===== src/rtl/lsu_access_sequencer.sv =====
// lsu_access_sequencer: splits misaligned RV32 loads/stores into one or two word accesses and merges load data.
module lsu_access_sequencer #(
    parameter int ADDR_W = 32
) (
    input  logic              clk,
    input  logic              rst,
    input  logic              i_req_valid,
    output logic              o_req_ready,
    input  logic              i_req_we,
    input  logic [2:0]        i_func3,
    input  logic [ADDR_W-1:0] i_addr,
    input  logic [31:0]       i_wdata,
    output logic              o_resp_valid,
    output logic [31:0]       o_rdata,
    output logic              o_split,
    output logic              o_dmem_req,
    output logic              o_dmem_we,
    output logic [ADDR_W-1:0] o_dmem_addr,
    output logic [3:0]        o_dmem_be,
    output logic [31:0]       o_dmem_wdata,
    input  logic              i_dmem_gnt,
    input  logic              i_dmem_rvalid,
    input  logic [31:0]       i_dmem_rdata
);
    typedef enum logic [2:0] {IDLE, REQ0, WAIT0, REQ1, WAIT1, DONE} state_t;

    state_t            r_state;
    logic              r_we;
    logic [2:0]        r_f3;
    logic [1:0]        r_off;
    logic [ADDR_W-1:0] r_addr_b;
    logic [3:0]        r_be_b;
    logic [31:0]       r_wdata_b;
    logic [31:0]       r_a;

    logic [3:0]        w_base;
    logic [7:0]        w_mask;
    logic [63:0]       w_wide;
    logic [ADDR_W-1:0] w_word_a;
    logic [31:0]       w_lo;
    logic [31:0]       w_sh;
    logic [31:0]       w_ext;

    always_comb begin
        w_base   = i_func3[1:0] == 2'd0 ? 4'h1 : i_func3[1:0] == 2'd1 ? 4'h3 : 4'hf;
        w_mask   = {4'h0, w_base} << i_addr[1:0];
        w_wide   = {32'h0, i_wdata} << {i_addr[1:0], 3'b000};
        w_word_a = {i_addr[ADDR_W-1:2], 2'b00};
        // Word B always arrives last, so it is taken straight from the bus.
        w_lo     = r_state == WAIT0 ? i_dmem_rdata : r_a;
        w_sh     = 32'({i_dmem_rdata, w_lo} >> {r_off, 3'b000});
        w_ext    = r_f3[1:0] == 2'd0 ? {{24{~r_f3[2] & w_sh[7]}}, w_sh[7:0]} :
                   r_f3[1:0] == 2'd1 ? {{16{~r_f3[2] & w_sh[15]}}, w_sh[15:0]} : w_sh;
    end

    always_ff @(posedge clk) begin
        if (rst) begin
            r_state      <= IDLE;
            r_we         <= 1'b0;
            r_f3         <= 3'd0;
            r_off        <= 2'd0;
            r_addr_b     <= '0;
            r_be_b       <= 4'h0;
            r_wdata_b    <= 32'h0;
            r_a          <= 32'h0;
            o_req_ready  <= 1'b1;
            o_resp_valid <= 1'b0;
            o_rdata      <= 32'h0;
            o_split      <= 1'b0;
            o_dmem_req   <= 1'b0;
            o_dmem_we    <= 1'b0;
            o_dmem_addr  <= '0;
            o_dmem_be    <= 4'h0;
            o_dmem_wdata <= 32'h0;
        end else begin
            case (r_state)
                IDLE: if (i_req_valid) begin
                    r_state      <= REQ0;
                    r_we         <= i_req_we;
                    r_f3         <= i_func3;
                    r_off        <= i_addr[1:0];
                    r_addr_b     <= w_word_a + ADDR_W'(4);
                    r_be_b       <= w_mask[7:4];
                    r_wdata_b    <= w_wide[63:32];
                    o_req_ready  <= 1'b0;
                    o_split      <= |w_mask[7:4];
                    o_dmem_req   <= 1'b1;
                    o_dmem_we    <= i_req_we;
                    o_dmem_addr  <= w_word_a;
                    o_dmem_be    <= w_mask[3:0];
                    o_dmem_wdata <= w_wide[31:0];
                end
                REQ0, REQ1: if (i_dmem_gnt) begin
                    if (r_state == REQ0 && o_split) begin
                        o_dmem_addr  <= r_addr_b;
                        o_dmem_be    <= r_be_b;
                        o_dmem_wdata <= r_wdata_b;
                    end
                    if (r_we && r_state == REQ0 && o_split) begin
                        r_state <= REQ1;
                    end else begin
                        o_dmem_req <= 1'b0;
                        o_dmem_we  <= 1'b0;
                        if (r_we) begin
                            r_state      <= DONE;
                            o_resp_valid <= 1'b1;
                        end else begin
                            r_state <= r_state == REQ0 ? WAIT0 : WAIT1;
                        end
                    end
                end
                WAIT0: if (i_dmem_rvalid) begin
                    r_a <= i_dmem_rdata;
                    if (o_split) begin
                        r_state    <= REQ1;
                        o_dmem_req <= 1'b1;
                    end else begin
                        r_state      <= DONE;
                        o_resp_valid <= 1'b1;
                        o_rdata      <= w_ext;
                    end
                end
                WAIT1: if (i_dmem_rvalid) begin
                    r_state      <= DONE;
                    o_resp_valid <= 1'b1;
                    o_rdata      <= w_ext;
                end
                DONE: begin
                    r_state      <= IDLE;
                    o_resp_valid <= 1'b0;
                    o_split      <= 1'b0;
                    o_req_ready  <= 1'b1;
                end
                default: r_state <= IDLE;
            endcase
        end
    end
endmodule


===== config.mk =====
export PLATFORM = sky130hd
export DESIGN_NAME = lsu_access_sequencer
export DESIGN_NICKNAME = d
export VERILOG_FILES = /design/src/rtl/lsu_access_sequencer.sv
export SDC_FILE = /design/constraint.sdc
export NUM_CORES = 1
export LEC_CHECK = 0
export CAP_MARGIN = 20
export CORE_MARGIN = 2
export CORE_UTILIZATION = 55
export CTS_CLUSTER_SIZE = 24
export DETAILED_ROUTE_END_ITERATION = 16
export DONT_BUFFER_PORTS = 1
export MAX_ROUTING_LAYER = met4
export PLACE_DENSITY = 0.7
export SETUP_SLACK_MARGIN = 0.02
export SLEW_MARGIN = 5
export SYNTH_ARGS = -nofsm -noshare
export SYNTH_HDL_FRONTEND = slang
export SYNTH_SLANG_ARGS = --single-unit

===== constraint.sdc =====
create_clock -name clk -period 2.3 [get_ports clk]
set_clock_uncertainty 0.1 [all_clocks]
set_input_delay 0.23 -clock clk [delete_from_list [all_inputs] [get_ports clk]]
set_output_delay 0.23 -clock clk [all_outputs]
set_load 0.01 [all_outputs]

==> results of run 1 <==
## repair_timing
item	in CTS	in global routing
buffers inserted	0	5
hold endpoints to repair	201	194
resized for setup	0	11
setup endpoints to repair	0	23
## cell usage after synthesis, drive strengths merged, types with 10 or more instances
cell,count,share of area
a211oi,52,0.042
a21oi,90,0.044
a221oi,27,0.024
a311oi,58,0.051
buf,31,0.018
clkbuf,83,0.031
dfxtp,201,0.40
mux2,25,0.028
mux2i,56,0.055
nand2,208,0.077
nand2b,11,0.0068
nand3,28,0.014
nor2,145,0.053
nor2b,10,0.0061
nor3,44,0.022
o211ai,21,0.017
o21ai,21,0.010
or3,10,0.0061
xnor2,11,0.0095
xor2,14,0.012
## critical path, cell delays in order (launching register included)
cell and delay [ns]:
dfxtp_1 0.38, nor3b_4 0.25, mux4_1 0.63, o31a_1 0.32
buf_4 0.17, a311oi_1 0.22
## kinds of logic (layout without fill, tap and decap cells)
group           count (synthesis)  count (layout)  synth area share
simple gates                  489             489             0.209
compound gates                307             307             0.220
flops                         201             201             0.395
buf+inv                       120              96            0.0509
mux                            89              89             0.101
xor+xnor                       25              25            0.0215
fa+ha+maj                       2               2           0.00221
other cells                     1               2          0.000368
## layer usage
metal | up-vias | GRT usage | share of wire
met5 | - | - | 0
met4 | 0 | 0.0962 | 0.033
met3 | 60 | 0.0821 | 0.11
met2 | 397 | 0.408 | 0.43
met1 | 4203 | 0.402 | 0.43
li1 | 4385 | - | -
## power by group through the flow
stage	registers (mW)	clock network [mW]	logic, mW
floorplan	5.01	0	3.22
detailed placement	5.25	0	4.07
CTS	5.17	3.53	4.14
global route	5.27	3.67	4.90
finish	5.18	3.46	4.40
global placement	5.23	0	4.03
## sequential cells by signal, summed over array words and instances, names as in the netlist
name	count
r_addr_b	30
r_we	1
o_split	1
r_a	32
o_dmem_we	1
o_dmem_req	1
o_dmem_addr	30
o_dmem_be	4
r_state	3
o_dmem_wdata	32
r_f3	3
r_off	2
o_resp_valid	1
r_be_b	3
o_rdata	32
o_req_ready	1
r_wdata_b	24
## area by class of cell
cell class | count | area [um^2]
clock buffer | 33 | 652
timing repair buffer | 53 | 589
clock inverter | 4 | 56.3
fill | 1611 | 6740
sequential | 201 | 4020
inverter | 6 | 22.5
multi-input combinational | 914 | 5720
tap | 229 | 287
## placed cells by master (no fill, tap or decap), types with 8 or more instances in the layout
| cell type | count |
|---|---|
| nand2_1 | 207 |
| dfxtp_1 | 201 |
| nor2_1 | 142 |
| a21oi_1 | 90 |
| a311oi_1 | 55 |
| mux2i_1 | 51 |
| nor3_1 | 44 |
| a211oi_1 | 44 |
| buf_4 | 33 |
| nand3_1 | 28 |
| a221oi_1 | 26 |
| clkbuf_16 | 26 |
| mux2_2 | 25 |
| o21ai_0 | 21 |
| o211ai_1 | 20 |
| xor2_1 | 14 |
| xnor2_1 | 11 |
| nand2b_1 | 10 |
| or3_1 | 10 |
| nor2b_1 | 8 |
| a211o_1 | 8 |
| buf_12 | 8 |
## worst paths after layout
kind | endpoint | depth (start not counted) | from | slack, ns
setup / recovery | o_rdata[9] | 5 | r_state[2] | 0.13
hold / removal | o_dmem_addr[21] | 1 | rst | -0.31
hold reg to reg | r_wdata_b[18] | 2 | r_wdata_b[18] | 0.35
setup reg to reg | o_rdata[9] | 5 | r_state[2] | 0.13
==> results.md, run 1 <==
* Die W at 140 um
* Pre-CTS setup slack at around 0.10 ns
* RePlAce Congestion at around 0.9
* Warnings, synthesis at 0
* Count of final setup violators at 0
* Die height at approximately 140 um
* Prevailing post-synth register cell: dfxtp_1
* Crit Path Max Fanout at 7
* Internal power at about 8.2 mW
* CTS tree: done
* Via count at roughly 9,000
* Initial antenna violation count at 0
* Final Max Slew Viols at 0
* Max Fclk at 461 MHz
* Die Area at slightly below 20,000 um^2
* RSZ-0062 raised after global routing: no
* Post-synthesis sequential area ratio at 0.395
* WHS at -0.311 ns
* Global Route Usage Sum at 0.290
* Largest net degree at the start of global routing at 202
* Clock power frac at 0.266
* Min-Delay Path Class: primary input to flop
* Routed WL at about 29,000 um
* IO Port Bufs at 0
* # Max-Cap Violations at 0
* Syn avg cell area at 8.25 um^2
* Failing checks: design-rule violations, negative hold slack
* Mapped cell area at between 10,000 and 15,000 um^2
* FF+latch count, synth at between 200 and 250
* Number of cell rows at between 40 and 50
* Pre-antenna DRT Iters at 11
* Leakage at roughly 3.8 nW
* Area Growth Syn to Fin at 11.5%
* Clock slew at reported path FFs at roughly 0.060 ns
* Clk buf depth at 3
* Placed cells at around 1,400
* H-tree depth at 1
* First-pass GRT wire length at between 40,000 and 50,000 um
* Post-synth cell types at between 60 and 70
* Area after DPL at between 10,000 and 15,000 um^2
* Sw power at between 4 and 5 mW
* ANT nets after route at 0
* Vias in the first global route at between 8,000 and 9,000
* PD cells at ~1100 nW/um^2
* Status: finished, violations left
* Post-Layout Cell Count at around 1,400
* Layout cells sized above 1 at 0.116
* DR vias/cell at between 6 and 7
* Seq pwr share at 0.397
* Core footprint at about 18,000 um^2
* Final Hold Vio Count at 194
* Final Cell Area at 11,300 um^2
* I/O Pins at 210
* Starting Density at 0.563
* Min Tclk post-route at between 2 and 2.5 ns
* First DRT Iteration DRCs at between 900 and 1,000
* Post-CTS Hold Buffers at 7
* Worst Path Required at 2.61 ns
* CP arrival at about 2.5 ns
* Switching share of power at 0.371
* Pwr Total at 13.0 mW
* Ys async rst share at 0
* Slew @ Worst Pin at 1.06 ns
* Net total in the final layout at about 1,300
* Drt wl/cell at between 20 and 25 um
* Post-route setup slack at 0.132 ns
* Drt drc at 14
* Worst setup path category: flop to flop
* Maximum VDD drop at approximately 0.7 mV
* Clock Tree Root: clkbuf_16
* Critical Path End Type: flop
* Post-synth EDFFs at 0
* Final Cycle Share at 0.943
* Gate power share at 0.338
* TritonCTS sink count at between 200 and 250
* CTS Buf Count at 22
* Antenna Cells at 0
* Rel. slew slack at 0.289
* Worst-Skew Late Latency at around 0.5 ns
* Startpoint Class: flop
* DP Wirelength at 19,300 um
* Post-Synthesis Cells at between 1,000 and 1,500
* Setup TNS at 0 ns
* Final Core Density at 0.627
* Grt ovf at 0
No activity file was read; power rests on OpenSTA's default activity.
==> run 2, diff against run 1 <==
- CORE_UTILIZATION: 55 -> 35
- PLACE_DENSITY: 0.7 -> not set
==> run 2 against run 1 <==
Net effect:
- the run ends with negative hold slack left
- via count shrank 0.66%
- sequential share of layout area shrank 0.68 points
- maximum frequency shrank 0.56%
- die area grew 55%
- sequential power is essentially flat
- flip-flop and latch count is the same
- combinational power shrank 2%
- non-clock buffer count grew 1
- cell area grew 2.0%
- global-route usage shrank 8.6 points
- critical path type unchanged
==> results.md, run 2 (same netlist as run 1, synthesis figures left out) <==
* H-tree depth at 1
* Met3 WL at 2920 um
* I/O Pins at 210
* Setup TNS at 0 ns
* Min Tclk post-route at roughly 2.2 ns
* WHS at -0.318 ns
* Largest net degree at the start of global routing at around 200
* # Max-Cap Violations at 0
* Area Growth Syn to Fin at 13.7%
* Routed WL at 31,500 um
* IO Port Bufs at 0
* Startpoint Class: flop
* Pre-antenna DRT Iters at 5
* Biggest regs: o_dmem_wdata x32, o_rdata x32, r_a x32
* Final Hold Vio Count at just under 200
* First-pass GRT wire length at roughly 49,000 um
* Min-Delay Path Class: primary input to flop
* Net total in the final layout at around 1,300
* Starting Density at 0.355
* Placed cells at roughly 1,500
* Status: finished, violations left
* Die W at 175 um
* Initial antenna violation count at 0
* Number of cell rows at 62
* TritonCTS sink count at 201
* Routed wl met2 at between 10,000 and 15,000 um
* CP arrival at roughly 2.5 ns
* Clk buf depth at 3
* ANT nets after route at 0
* Clock slew at reported path FFs at 0.06 ns
* DR vias/cell at ~5.6
* RSZ-0062 raised after global routing: no
* Worst-case reg-to-reg path depth at 7
* First DRT Iteration DRCs at a little over 800
* Most common cell after layout, fill and taps aside: nand2_1
* Maximum VDD drop at 0.740 mV
* Leakage at between 3 and 4 nW
* Final Core Density at 0.403
* Die Area at slightly above 30,000 um^2
* Max Fclk at ~460 MHz
* Rel. slew slack at 0.436
* Vias in the first global route at ~8,300
* Final Cycle Share at 0.948
* DP Wirelength at ~21,000 um
* Met1 WL at approximately 14,000 um
* Failing checks: negative hold slack
* CTS tree: done
* Antenna Cells at 0
* Via count at 8,985
* Drt drc at 0
* CTS Buf Count at 23
* Crit-path cells: nor3b_4 -> buf_4 -> buf_12 -> mux2i_2 -> a21oi_1 -> o21ai_0 -> a311oi_1
* Core footprint at about 29,000 um^2
* CP max-delay cell: mux2i_2
* Grt ovf at 0
* RePlAce Congestion at slightly below 0.9
* Die height at approximately 170 um
* Post-Layout Cell Count at roughly 1,600
* Hold path depth at 1
* Most frequent cells in the layout: nand2_1, dfxtp_1, nor2_1
* Slew @ Worst Pin at approximately 0.84 ns
* Drt wl/cell at around 20 um
* Worst setup path category: flop to flop
* Crit Path Max Fanout at 28
* Count of final setup violators at 0
* Worst Path Required at ~2.6 ns
* PD cells at 1150 nW/um^2
* Worst-Skew Late Latency at 0.52 ns
* Layout cells sized above 1 at 0.118
* Final Max Slew Viols at 0
* Top Layer Used: met4
* Max incr delay on CP at roughly 0.4 ns
* Global Route Usage Sum at 0.204
* Critical Path End Type: flop
* Clock Tree Root: clkbuf_16
[run 2: metal layers]
layer	vias up	GRT usage
met5	-	-
met4	0	0.0517
met3	49	0.0678
met2	280	0.298
met1	4268	0.270
li1	4388	-
[run 2: timing repair]
item	CTS	global route
gates resized for setup	0	10
hold buffers	3	6
endpoints found under the setup margin	0	27
endpoints found under the hold margin	201	199
buffers inserted	0	5
[run 2: final timing paths]
path | startpoint | to | slack, ns
worst max-delay path | r_state[2] | o_rdata[20] | 0.12
worst min-delay path | rst | o_dmem_addr[29] | -0.32
worst max register to register | r_state[2] | o_rdata[20] | 0.12
worst min register to register | r_wdata_b[23] | r_wdata_b[23] | 0.35
[run 2: critical path: cells and delay by family (launching register included)]
| kind | cells | cell delay, ns |
|---|---|---|
| simple gates | 1 | 0.25 |
| flops | 1 | 0.37 |
| buf+inv | 2 | 0.38 |
| mux | 1 | 0.40 |
| compound gates | 3 | 0.52 |
[run 2: layout make-up]
| type | count | area (um^2) |
|---|---|---|
| timing repair buffer | 54 | 546 |
| inverter | 6 | 22.5 |
| clock inverter | 8 | 133 |
| fill | 2917 | 17100 |
| multi-input combinational | 914 | 5720 |
| clock buffer | 32 | 649 |
| tap | 384 | 480 |
| sequential | 201 | 4030 |
[run 2: where the power goes]
part           switching (mW)  internal [mW]  total, mW
clock network            1.51           2.31       3.82
registers               0.869           4.32       5.19
logic                    2.57           1.74       4.30
total                    4.94           8.37       13.3
[run 2: stage by stage]
step                setup WS (ns)  total power [mW]  instance area [um^2]
floorplan                   0.227              8.23                 10200
global placement           0.0718              9.37                 10600
detailed placement         0.0381              9.44                 10600
CTS                        0.0281              13.3                 11400
global route               0.0200              14.1                 11600
finish                      0.120              13.3                 11600
==> run 3, diff against run 2 <==
- CORE_ASPECT_RATIO: not set -> 1.2
- CTS_BUF_LIST: not set -> sky130_fd_sc_hd__clkbuf_4
==> run 3 against run 2 <==
Net effect:
- the run still ends with negative hold slack left
- first-iteration DRC count increased by 5.6%
- wire length increased by 3.2%
- hold slack got worse by 0.15 ns
- critical path depth decreased by 2
- sequential power about the same
- clock-buffer cell count increased by 44
- via count increased by 4.5%
- combinational power increased by 4%
- clock power decreased by 19%
- flip-flop and latch count unchanged
- setup slack improved by 0.0044 ns
- maximum frequency increased by 0.20%
- critical path type unchanged
- highest routed layer unchanged
==> results.md, run 3 (same netlist as run 1, synthesis figures left out) <==
* Clock slew at reported path FFs at about 0.070 ns
* Rel. slew slack at 0.316
* Min-Delay Path Class: primary input to flop
* Crit-path cells: buf_4 -> nor2_1 -> a211oi_1 -> o21ai_0 -> a311oi_1
* Clock Tree Root: clkbuf_4
* Final Core Density at 0.413
* Worst Path Required at around 2.7 ns
* Final Cell Area at approximately 12,000 um^2
* Starting Density at 0.355
* CTS tree: done
* IO Port Bufs at 0
* Startpoint Class: flop
* Routed WL at around 33,000 um
* Layout cells sized above 1 at 0.142
* Via count at ~9,400
* Largest net degree at the start of global routing at 202
* Die Area at 30,500 um^2
* Net total in the final layout at between 1,000 and 1,500
* Max Fclk at ~460 MHz
* Worst setup path category: flop to flop
* PD cells at between 1000 and 1500 nW/um^2
* Global Route Usage Sum at 0.209
* TritonCTS sink count at around 200
* Grt ovf at 0
* Area after DPL at between 10,000 and 15,000 um^2
* Clk buf depth at 3
* # Max-Cap Violations at 0
* Crit Path Max Fanout at 16
* CP arrival at around 2.6 ns
* Drt wl/cell at 19.2 um
* RePlAce Congestion at approximately 0.91
* Setup TNS at 0 ns
* Maximum VDD drop at ~0.55 mV
* First-pass GRT wire length at around 50,000 um
* Die W at around 160 um
* Worst-Skew Late Latency at roughly 0.7 ns
* DP Wirelength at 21,900 um
* Final Max Slew Viols at 0
* Count of final setup violators at 0
* H-tree depth at 2
* Most frequent cells in the layout: nand2_1, dfxtp_1, nor2_1
* Number of cell rows at between 60 and 70
* Vias in the first global route at slightly below 9,000
* Die height at 191 um
* Slew @ Worst Pin at between 1 and 1.5 ns
* Core footprint at 28,700 um^2
* Critical Path End Type: flop
* Biggest regs: o_dmem_wdata x32, o_rdata x32, r_a x32
* Initial antenna violation count at 2
* Max incr delay on CP at just under 0.8 ns
* Area Growth Syn to Fin at 16.4%
* Final Cycle Share at 0.946
* Failing checks: negative hold slack
* DR vias/cell at between 5 and 6
* ANT nets after route at 0
* Most common cell after layout, fill and taps aside: nand2_1
* Final Hold Vio Count at 200
* Drt drc at 0
* WHS at -0.473 ns
* CTS Buf Count at 52
* I/O Pins at 210
* Pre-antenna DRT Iters at 5
* Min Tclk post-route at between 2 and 2.5 ns
* First DRT Iteration DRCs at a little under 900
* Status: finished, violations left
* Leakage at 3.96 nW
* FILL cells at about 2,900
* CP max-delay cell: nor2_1
run 3: changes by cell type in the layout (fill, tap and decap cells not counted), moves of 8 or more:
cell,previous run,this run
clkbuf_16,24,1
clkbuf_4,0,76
clkinv_1,1,9
dlygate4sd3_1,9,48
run 3: metal layers:
| metal | vias up | share of wire | global-route usage | wire length [um] |
|---|---|---|---|---|
| met4 | 0 | 0.031 | 0.0815 | 1010 |
| li1 | 4572 | - | - | - |
| met1 | 4395 | 0.43 | 0.263 | 14000 |
| met5 | - | 0 | - | 0 |
| met2 | 354 | 0.46 | 0.321 | 15000 |
| met3 | 70 | 0.079 | 0.0550 | 2570 |
run 3: final timing paths:
kind / start / endpoint / slack [ns] / depth (start not counted)
max: r_off[1] / o_rdata[18] / 0.12 / 5
min: rst / o_dmem_addr[12] / -0.47 / 1
max reg2reg: r_off[1] / o_rdata[18] / 0.12 / 5
min reg2reg: r_wdata_b[20] / r_wdata_b[20] / 0.35 / 2
run 3: power breakdown:
group | switching (mW) | internal, mW
clock network | 1.47 | 1.61
logic | 2.65 | 1.81
registers | 0.879 | 4.32
total | 5.00 | 7.74
run 3: layout make-up:
cell class / instances / area (um^2) / share of cell area
clock buffer: 76 / 571 / 0.0481
sequential: 201 / 4020 / 0.340
tap: 385 / 482 / 0.0407
multi-input combinational: 914 / 5700 / 0.481
clock inverter: 12 / 75.1 / 0.00634
antenna: 2 / 5.00 / 0.000422
timing repair buffer: 94 / 976 / 0.0824
inverter: 6 / 22.5 / 0.00190
run 3: stage by stage:
step | setup slack, ns | instances | power (mW)
floorplan | 0.227 | 1235 | 8.23
global placement | 0.129 | 1547 | 9.44
detailed placement | 0.0569 | 1547 | 9.49
CTS | 0.0593 | 1664 | 12.7
global route | -0.00362 | 1690 | 13.6
finish | 0.124 | 1690 | 12.7
run 3: timing repair:
action                                  4_1_cts  5_1_grt
resized for setup                             0        8
hold endpoints to repair                    201      200
hold buffers                                 29       21
endpoints found under the setup margin        0       20
setup buffers                                 0        2
run 3: worst max-delay path: cells and delay by family (launching register included):
kind	cells	cell delay (ns)
flops	1	0.39
compound gates	3	0.49
buf+inv	1	0.25
simple gates	1	0.79
